$ cat src/rtl/cpu_mem_pkg.sv
// rtl/cpu_mem_pkg.sv - shared types and defaults for the memory port arbiter
package cpu_mem_pkg;

  typedef enum logic [1:0] {
    IDLE = 2'd0,
    WAIT = 2'd1,
    RESP = 2'd2
  } arb_state_t;

  typedef enum logic {
    OWN_IF = 1'b0,
    OWN_D  = 1'b1
  } owner_t;

  localparam int DEF_MEM_LAT = 2;

endpackage

$ cat src/rtl/mem_lat_counter.sv
// rtl/mem_lat_counter.sv - loadable down-counter with zero flag for memory latency
module mem_lat_counter #(
  parameter int W = 2
) (
  input  logic         clk,
  input  logic         rst,
  input  logic         load,
  input  logic [W-1:0] load_val,
  input  logic         dec,
  output logic         zero
);

  logic [W-1:0] count;

  // load wins over decrement; the counter parks at its value when idle
  always_ff @(posedge clk or posedge rst) begin
    if (rst) begin
      count <= '0;
    end else if (load) begin
      count <= load_val;
    end else if (dec) begin
      count <= count - W'(1);
    end
  end

  assign zero = (count == '0);

endmodule

$ cat src/rtl/mem_port_arbiter.sv
// rtl/mem_port_arbiter.sv - shares one memory port between IF and MEM stages with D priority
module mem_port_arbiter
  import cpu_mem_pkg::*;
#(
  parameter int MEM_LAT = DEF_MEM_LAT,
  parameter int ADDR_W  = 32,
  parameter int DATA_W  = 32
) (
  input  logic              Clk,
  input  logic              Rst,
  input  logic              IFReq,
  input  logic [ADDR_W-1:0] IFAddr,
  output logic [DATA_W-1:0] IFRData,
  output logic              IFReady,
  input  logic              DReq,
  input  logic              DWrite,
  input  logic [ADDR_W-1:0] DAddr,
  input  logic [DATA_W-1:0] DWData,
  output logic [DATA_W-1:0] DRData,
  output logic              DReady,
  output logic              MemEn,
  output logic              MemWe,
  output logic [ADDR_W-1:0] MemAddr,
  output logic [DATA_W-1:0] MemWData,
  input  logic [DATA_W-1:0] MemRData,
  output logic              Stall
);

  localparam int CNT_W = $clog2(MEM_LAT + 1);

  arb_state_t       state;
  owner_t           owner;
  logic             if_done;
  logic             d_done;
  logic             pend_d;
  logic             pend_if;
  logic             cnt_load;
  logic [CNT_W-1:0] cnt_val;
  logic             cnt_dec;
  logic             cnt_zero;

  assign pend_d  = DReq & ~d_done;
  assign pend_if = IFReq & ~if_done;

  // a Ready pulse counts as completion in its own cycle so the pipeline can advance on it
  assign Stall = (IFReq & ~(if_done | IFReady)) | (DReq & ~(d_done | DReady));

  // writes need no read latency, so they skip straight to the response
  assign cnt_load = (state == IDLE) && (pend_d || pend_if);
  assign cnt_val  = (pend_d && DWrite) ? '0 : CNT_W'(MEM_LAT);
  assign cnt_dec  = (state == WAIT) && !cnt_zero;

  mem_lat_counter #(
    .W(CNT_W)
  ) u_lat (
    .clk      (Clk),
    .rst      (Rst),
    .load     (cnt_load),
    .load_val (cnt_val),
    .dec      (cnt_dec),
    .zero     (cnt_zero)
  );

  // arbitration FSM with registered memory strobes, read data, ready pulses and done flags
  always_ff @(posedge Clk or posedge Rst) begin
    if (Rst) begin
      state    <= IDLE;
      owner    <= OWN_IF;
      MemEn    <= 1'b0;
      MemWe    <= 1'b0;
      MemAddr  <= '0;
      MemWData <= '0;
      IFRData  <= '0;
      DRData   <= '0;
      IFReady  <= 1'b0;
      DReady   <= 1'b0;
      if_done  <= 1'b0;
      d_done   <= 1'b0;
    end else begin
      MemEn   <= 1'b0;
      IFReady <= 1'b0;
      DReady  <= 1'b0;
      case (state)
        IDLE: begin
          if (pend_d) begin
            owner    <= OWN_D;
            MemAddr  <= DAddr;
            MemWe    <= DWrite;
            MemWData <= DWData;
            MemEn    <= 1'b1;
            state    <= WAIT;
          end else if (pend_if) begin
            owner   <= OWN_IF;
            MemAddr <= IFAddr;
            MemWe   <= 1'b0;
            MemEn   <= 1'b1;
            state   <= WAIT;
          end
        end
        WAIT: begin
          if (cnt_zero) begin
            if (owner == OWN_D) begin
              if (!MemWe) DRData <= MemRData;
              DReady <= 1'b1;
            end else begin
              IFRData <= MemRData;
              IFReady <= 1'b1;
            end
            state <= RESP;
          end
        end
        RESP: begin
          // a request dropped mid-access (flush) completes but leaves no done flag
          if (owner == OWN_D && DReq) d_done <= 1'b1;
          if (owner == OWN_IF && IFReq) if_done <= 1'b1;
          state <= IDLE;
        end
        default: state <= IDLE;
      endcase
      // pipeline advances on this edge: the next cycle's requests are new
      if (!Stall) begin
        if_done <= 1'b0;
        d_done  <= 1'b0;
      end
    end
  end

endmodule

$ cat config.mk
export PLATFORM = sky130hd
export DESIGN_NAME = mem_port_arbiter
export DESIGN_NICKNAME = d
export VERILOG_FILES = /design/src/rtl/cpu_mem_pkg.sv /design/src/rtl/mem_lat_counter.sv /design/src/rtl/mem_port_arbiter.sv
export SDC_FILE = /design/constraint.sdc
export NUM_CORES = 1
export LEC_CHECK = 0
export CORE_MARGIN = 1
export CORE_UTILIZATION = 30
export CTS_CLUSTER_DIAMETER = 40
export DETAILED_ROUTE_END_ITERATION = 8
export PLACE_DENSITY = 0.66
export SLEW_MARGIN = 25
export SYNTH_ARGS = -nofsm -noshare
export SYNTH_HDL_FRONTEND = slang
export SYNTH_HIERARCHICAL = 1
export SYNTH_SLANG_ARGS = --single-unit
$ cat constraint.sdc
create_clock -name Clk -period 9.6 [get_ports Clk]
set_input_delay 1.92 -clock Clk [delete_from_list [all_inputs] [get_ports Clk]]
set_output_delay 1.92 -clock Clk [all_outputs]
set_load 0.1 [all_outputs]
Word level (Yosys, flattened, before mapping)

Index checks and enable logic that the tools add are counted.

Bits in registers: 139
Bits in latches: 0
RAM bits: 0
Memory bits (read-only): 0
Output and inout bits: 133
Memories: 0

Add/subtract/negate cells: 1
Multiply operators: 0
Divide/modulo/power cells: 0
Order comparisons: 0
Equal/unequal tests: 7
Shifts and indexed selects: 0
Muxes and demuxes: 27
Bitwise operators: 13
Reduce and logical (&&, ||, !) cells: 18

Operator list:

| operator                                               | number |
|---|---|
| two-way mux 32 bit                                     | 2 |
| two-way mux 1 bit                                      | 18 |
| two-way mux 2 bit                                      | 6 |
| AND reduction 2 bit                                    | 5 |
| inequality test 2 x 1 -> 1 bit (second input constant) | 3 |
| NOT 1 bit                                              | 6 |
| logical AND 1 bit                                      | 5 |
| AND 1 bit                                              | 4 |
| zero test 2 bit                                        | 2 |
| one-hot mux 2 bit (2 select lines)                     | 1 |
| AND reduction 4 bit                                    | 1 |
| nonzero test 2 bit                                     | 2 |
| inequality test 3 bit (second input constant)          | 1 |
| OR 1 bit                                               | 3 |
| AND reduction 3 bit                                    | 1 |
| equality test 2 x 1 -> 1 bit (second input constant)   | 1 |
| equality test 2 bit (second input constant)            | 1 |
| inequality test 2 bit (second input constant)          | 1 |
| subtractor 2 x 1 -> 2 bit (second input constant)      | 1 |
| zero test 1 bit                                        | 1 |
| logical OR 1 bit                                       | 1 |

Longest topological paths before layout

Gate-level depths: netlist of the first run.

Depth in word-level cells: 6
Depth in mapped cells: 7

Cells and area by module

Netlist of the first run, hierarchy kept.

By module, submodules not included:

| module           | times used | cells each | area each (um2) |
|---|---|---|---|
| mem_port_arbiter | 1          | 341        | 5610.4 |
| mem_lat_counter  | 1          | 13         | 117.6 |

Least setup slack after synthesis of the first run

No wires, ideal clock.

Kind: input -> output
Start: input DReq
End: output Stall
Arrival: 3.108 ns
Path slack: 4.572 ns
Stages on the path: 5
Path buffers: 2
Path through: nand2b_1 buf_6 buf_2 o22a_1 inv_1

Cells in the longest elaborated chain, start to end: 2

Ends and longest elaborated chain:

| what        | line                   | text |
|---|---|---|
| from (decl) | mem_port_arbiter.sv:15 | `input logic DReq,` |
| AND 1 bit   | mem_port_arbiter.sv:46 | `assign Stall = (IFReq & ~(if_done \| IFReady)) \| (DReq & ~(d_done \| DReady));` |
| OR 1 bit    | mem_port_arbiter.sv:46 |  |
| to (decl)   | mem_port_arbiter.sv:26 | `output logic Stall` |

Every way passes these cells.

Worst setup path in the final report of the first run

Same ends and word-level chain as after synthesis.

==> flow_summary.yaml, run 1 <==
floorplan:
  io_pins: 266
  die_y_um: 140.2
  dieArea_um2: 19650
  die_x_um: 140.2
  coreArea_um2: 18710
  initial_utilization: 0.3062
  rows: 50
yosys:
  synth-async-reset-ratio: 1.000
  synth_top_area_frac: 0.6073
  synth-seq-area-share: 0.6073
  synth_edf_count: 0
  synth.most_common_cell: "mux2_2"
  synth_area_per_cell_um2: 16.18
  yosysWarningCount: 6
  synth_nets: 488
  ys_top_cells_by_area: "dfrtp_1 (61%), mux2_2 (28%), mux2_4 (2.6%)"
  ys_types: 29
  synthFlopType: "dfrtp_1"
  ys_top_cells_by_count: "mux2_2 (144), dfrtp_1 (139), buf_6 (10), mux2_4 (10), inv_1 (7)"
  yosys.area.top_type: "dfrtp_1"
  ys_seq_elements: 139
  netlist_area_um2: 5728
  syn_inst: 354
drt:
  drt_pass1_iterations: 4
  wl_per_cell_um: 16.40
  routed_wl_um: 14250
  via_count: 3915
  drt-vias-per-instance: 4.505
  initialDrtViolationCount: 60
  drtAntennaViolNets: 0
  drc: 0
cts:
  insertion_delay_ps: 410
  clkSinkCount: 139
  cts_setup_buffers: 0
  cts_buffer_depth: 2
  hold_buffers: 0
  cts_root_buffer: "clkbuf_16"
  cts_inserted_buffers: 17
  path_clk_slew_ps: 60
  ctsHtreeMaxLevel: 4
  cts_tree: "yes"
  cts-resized-gates: 0
grt:
  grt_max_degree: 72
  grt_pass1_wl_um: 23180
  grt_pass1_vias: 4441
  grt.total_usage: 0.1517
  gr-total-overflow: 0
  antenna_found_initial: 0
sta:
  final_hold_viol_count: 0
  fmax_mhz: 154.0
  relSlewSlack: 0.3116
  setup_viol: 0
  final.period_utilization: 0.6763
  period_needed_ps: 6492
  finClkSkew_ps: 9.013
  drv_slew: 0
  rsz0062_at_grt: "false"
  final.setup.tns_ps: 0
  worst_pin_slew_ps: 1029
cells_and_area:
  n_antenna_cell: 0
  num-nets-final: 756
  synthToLayoutAreaGrowth_pct: 60.05
  fin_util: 0.4901
  fillers: 1599
  drive_gt1_frac: 0.3102
critical_path:
  required_ps: 7680
  reg2reg_depth: 4
  cp_max_fo: 35
  worstPathArrival_ps: 4570
  worstSetupPathType: "input pin to primary output"
  regToRegSetupSlack_ps: 7080
  critPathLaunchType: "input pin"
  cp-end-kind: "primary output"
placed_design:
  hpwl_um: 10390
  port_buffers: 265
  place_congestion: 0.7184
status:
  status: "finished, final reports clean"
hold_path:
  min_path_type: "flop to flop"
  hold_depth: 1
flow_run:
  maxCapViolCount: 0
layout by cell type, fill, tap and decap left out, types with 2 or more instances in the layout:
master / instances
clkbuf_16: 17
inv_6: 7
dfrtp_1: 139
clkinv_4: 2
a31oi_1: 2
mux2_4: 10
nand2_1: 2
buf_4: 3
nand2b_1: 2
inv_8: 3
clkdlybuf4s50_1: 265
inv_1: 6
and2_2: 2
nor2_1: 3
mux2_2: 144
mux2_1: 6
bufinv_16: 3
area by class of cell:
class	count	area [µm²]	share of cell area
Multi-Input combinational cell	189	2063	0.2251
Timing Repair Buffer	268	2675	0.2918
Tap cell	234	292.8	0.03194
Inverter	7	31.28	0.003412
Sequential cell	139	3478	0.3794
Clock buffer	17	425.4	0.04640
Clock inverter	15	201.4	0.02197
layer usage:
metal / wire (µm) / track usage / vias to the layer above
li1: - / - / 1795
met1: 5601 / 0.1655 / 1951
met2: 7419 / 0.2695 / 155
met3: 1063 / 0.05504 / 14
met4: 166 / 0.05495 / 0
met5: 0 / 0 / -
path summary, 6_finish.rpt:
path                             start             end
min in group asynchronous          Rst  u_lat/count[1]
setup reg to reg                d_done     MemAddr[28]
hold / removal             IFRData[31]     IFRData[31]
setup / recovery                  DReq           Stall
max in group asynchronous          Rst      MemAddr[7]
hold reg to reg            IFRData[31]     IFRData[31]
registers in the layout, summed over array words and instances (netlist names):
name         flops
DRData          32
DReady           1
IFRData         32
IFReady          1
MemAddr         32
MemEn            1
MemWData        32
MemWe            1
d_done           1
if_done          1
owner            1
state            2
u_lat/count      2
cell families (layout without fill, tap and decap cells):
kind of cell,after synthesis,in the layout,synth area share
other,1,1,0.0006547
buffers and inverters,26,307,0.03342
muxes,160,160,0.3211
xor gates and xnor gates,1,1,0.001529
adders and majority gates,1,1,0.002184
DFF,139,139,0.6073
AOI/OAI and AO/OA,8,8,0.01311
and+or+nand+nor,18,18,0.02076
worst max-delay path, stage by stage:
cell and delay, ps:
clkdlybuf4s50_1 530, nand2b_2 480, o22a_1 440, inv_1 70
clkdlybuf4s50_1 1120
per-stage QoR:
| stage | hold slack [ps] | worst slack (ps) | instances | cell area (µm²) |
|---|---|---|---|---|
| 2_1_floorplan | 454.0 | 4012 | 354 | 5728 |
| 3_3_place_gp | 476.0 | 3133 | 837 | 8541 |
| 3_5_place_dp | 487.1 | 3087 | 837 | 8541 |
| 4_1_cts | 502.1 | 3086 | 869 | 9168 |
| 5_1_grt | 523.3 | 2988 | 869 | 9168 |
| 6_report | 495.3 | 3108 | 869 | 9168 |
Power of run 1 is not shown: default switching activity piles up to over one toggle a cycle in this logic, so the estimate is an artifact.
==> inputs of run 2 (changes only) <==
==> constraint.sdc (replaced) <==
create_clock -name Clk -period 6.3 [get_ports Clk]
set_input_delay 1.26 -clock Clk [delete_from_list [all_inputs] [get_ports Clk]]
set_output_delay 1.26 -clock Clk [all_outputs]
set_load 0.1 [all_outputs]
==> run 2 against run 1 <==
  * Via count barely moved
  * Critical path depth is the same
  * Die area did not move
  * Cell area down 0.16%
  * Core utilization is 0.080 points lower
  * Clock-buffer cell count up 5
  * Sequential share of layout area grew 0.062 points
  * First-iteration DRC count shrank 5.0%
  * Critical path type unchanged
  * Cell count is the same
  * Largest cell class unchanged
  * Highest routed layer unchanged
==> flow_summary.yaml, run 2 (synthesized netlist as in run 1, its figures left out) <==
status:
  status: "finished, final reports clean"
cells_and_area:
  n_antenna_cell: 0
  fin_area_um2: 9153
  synthToLayoutAreaGrowth_pct: 59.79
  final_common_cell: "clkdlybuf4s50_1"
  final_cell_mix: "clkdlybuf4s50_1 (264), mux2_2 (144), dfrtp_1 (139)"
  drive_gt1_frac: 0.3087
  stdcell_count: 869
  num-nets-final: 756
sta:
  final.period_utilization: 0.6888
  worst_pin_slew_ps: 1015
  hold_slack_ps: 488.1
  relSlewSlack: 0.3215
  fmax_mhz: 230.4
  finClkSkew_ps: 6.507
  setup_viol: 0
  period_needed_ps: 4339
  final.setup.tns_ps: 0
  final_hold_viol_count: 0
  drv_slew: 0
  rsz0062_at_grt: "false"
floorplan:
  dieArea_um2: 19650
  coreArea_um2: 18710
  die_y_um: 140.2
  io_pins: 266
  rows: 50
  die_x_um: 140.2
  initial_utilization: 0.3062
grt:
  grt.total_usage: 0.1492
  gr-total-overflow: 0
  antenna_found_initial: 0
  grt_pass1_vias: 4320
  grt_max_degree: 102
  grt_pass1_wl_um: 22900
critical_path:
  r2r-end: "MemAddr[28]"
  required_ps: 5040
  regToRegSetupSlack_ps: 3790
  cp-end-kind: "primary output"
  worstSetupPathType: "input pin to primary output"
  reg2reg_depth: 4
  critPathLaunchType: "input pin"
  reg2reg_from: "d_done"
  cp_max_fo: 35
  worstPathArrival_ps: 3080
cts:
  cts_tree: "yes"
  ctsHtreeMaxLevel: 4
  insertion_delay_ps: 410
  hold_buffers: 0
  cts_root_buffer: "clkbuf_16"
  cts-resized-gates: 0
  path_clk_slew_ps: 60
  cts_inserted_buffers: 17
  cts_buffer_depth: 2
  clkSinkCount: 139
  cts_setup_buffers: 0
drt:
  drt-vias-per-instance: 4.509
  routed_wl_um: 14060
  drc: 0
  drtAntennaViolNets: 0
  wl_per_cell_um: 16.18
  via_count: 3918
  drt_pass1_iterations: 4
  initialDrtViolationCount: 57
placed_design:
  dpl_cell_area_um2: 8538
  place_congestion: 0.7249
  hpwl_um: 10380
  place_inst: 837
  port_buffers: 265
hold_path:
  min_path_type: "flop to flop"
  hold_end: "MemAddr[7]"
  worstHoldStart: "MemAddr[7]"
  hold_depth: 1
flow_run:
  maxCapViolCount: 0
## run 2: changes by cell type in the layout (fill, tap and decap cells not counted), sizes merged
cell / previous run / this run
inv: 16 / 7
clkinvlp: 1 / 3
clkdlybuf4s50: 265 / 264
buf: 3 / 4
clkinv: 2 / 4
clkbuf: 17 / 22
## run 2: worst max-delay path by stage
stage	startpoint	to	slack, ps	cells past startpoint
after floorplan	Rst	DRData[0]	1370	1
after global placement	DReq	Stall	2000	5
after detailed placement	DReq	Stall	1910	5
after CTS	DReq	Stall	1910	5
after global routing	DReq	Stall	1820	5
final	DReq	Stall	1960	5
## run 2: area by class of cell
cell class	count	area, µm²
Clock buffer	22	474.2
Clock inverter	10	140.1
Fill cell	1609	9553
Inverter	7	31.28
Multi-Input combinational cell	189	2063
Sequential cell	139	3478
Tap cell	234	292.8
Timing Repair Buffer	268	2673
## run 2: through the flow
step | utilization | worst slack (ps)
floorplan | - | 1372
CTS | 0.4893 | 1914
global route | 0.4893 | 1823
global placement | 0.4565 | 1997
detailed placement | 0.4565 | 1908
finish | 0.4893 | 1961
## run 2: metal layers
metal | global-route usage | vias up | wire length [µm]
met5 | 0 | - | 0
met4 | 0.05147 | 0 | 228
met3 | 0.06017 | 20 | 1248
met2 | 0.2626 | 169 | 7249
met1 | 0.1620 | 1939 | 5333
li1 | - | 1790 | -
## run 2: worst max-delay path, stage by stage
cell             delay (ps)
clkdlybuf4s50_1         530
nand2b_2                490
o22a_1                  440
inv_1                    70
buf_4                   280
Power of run 2 is left out for the same reason.
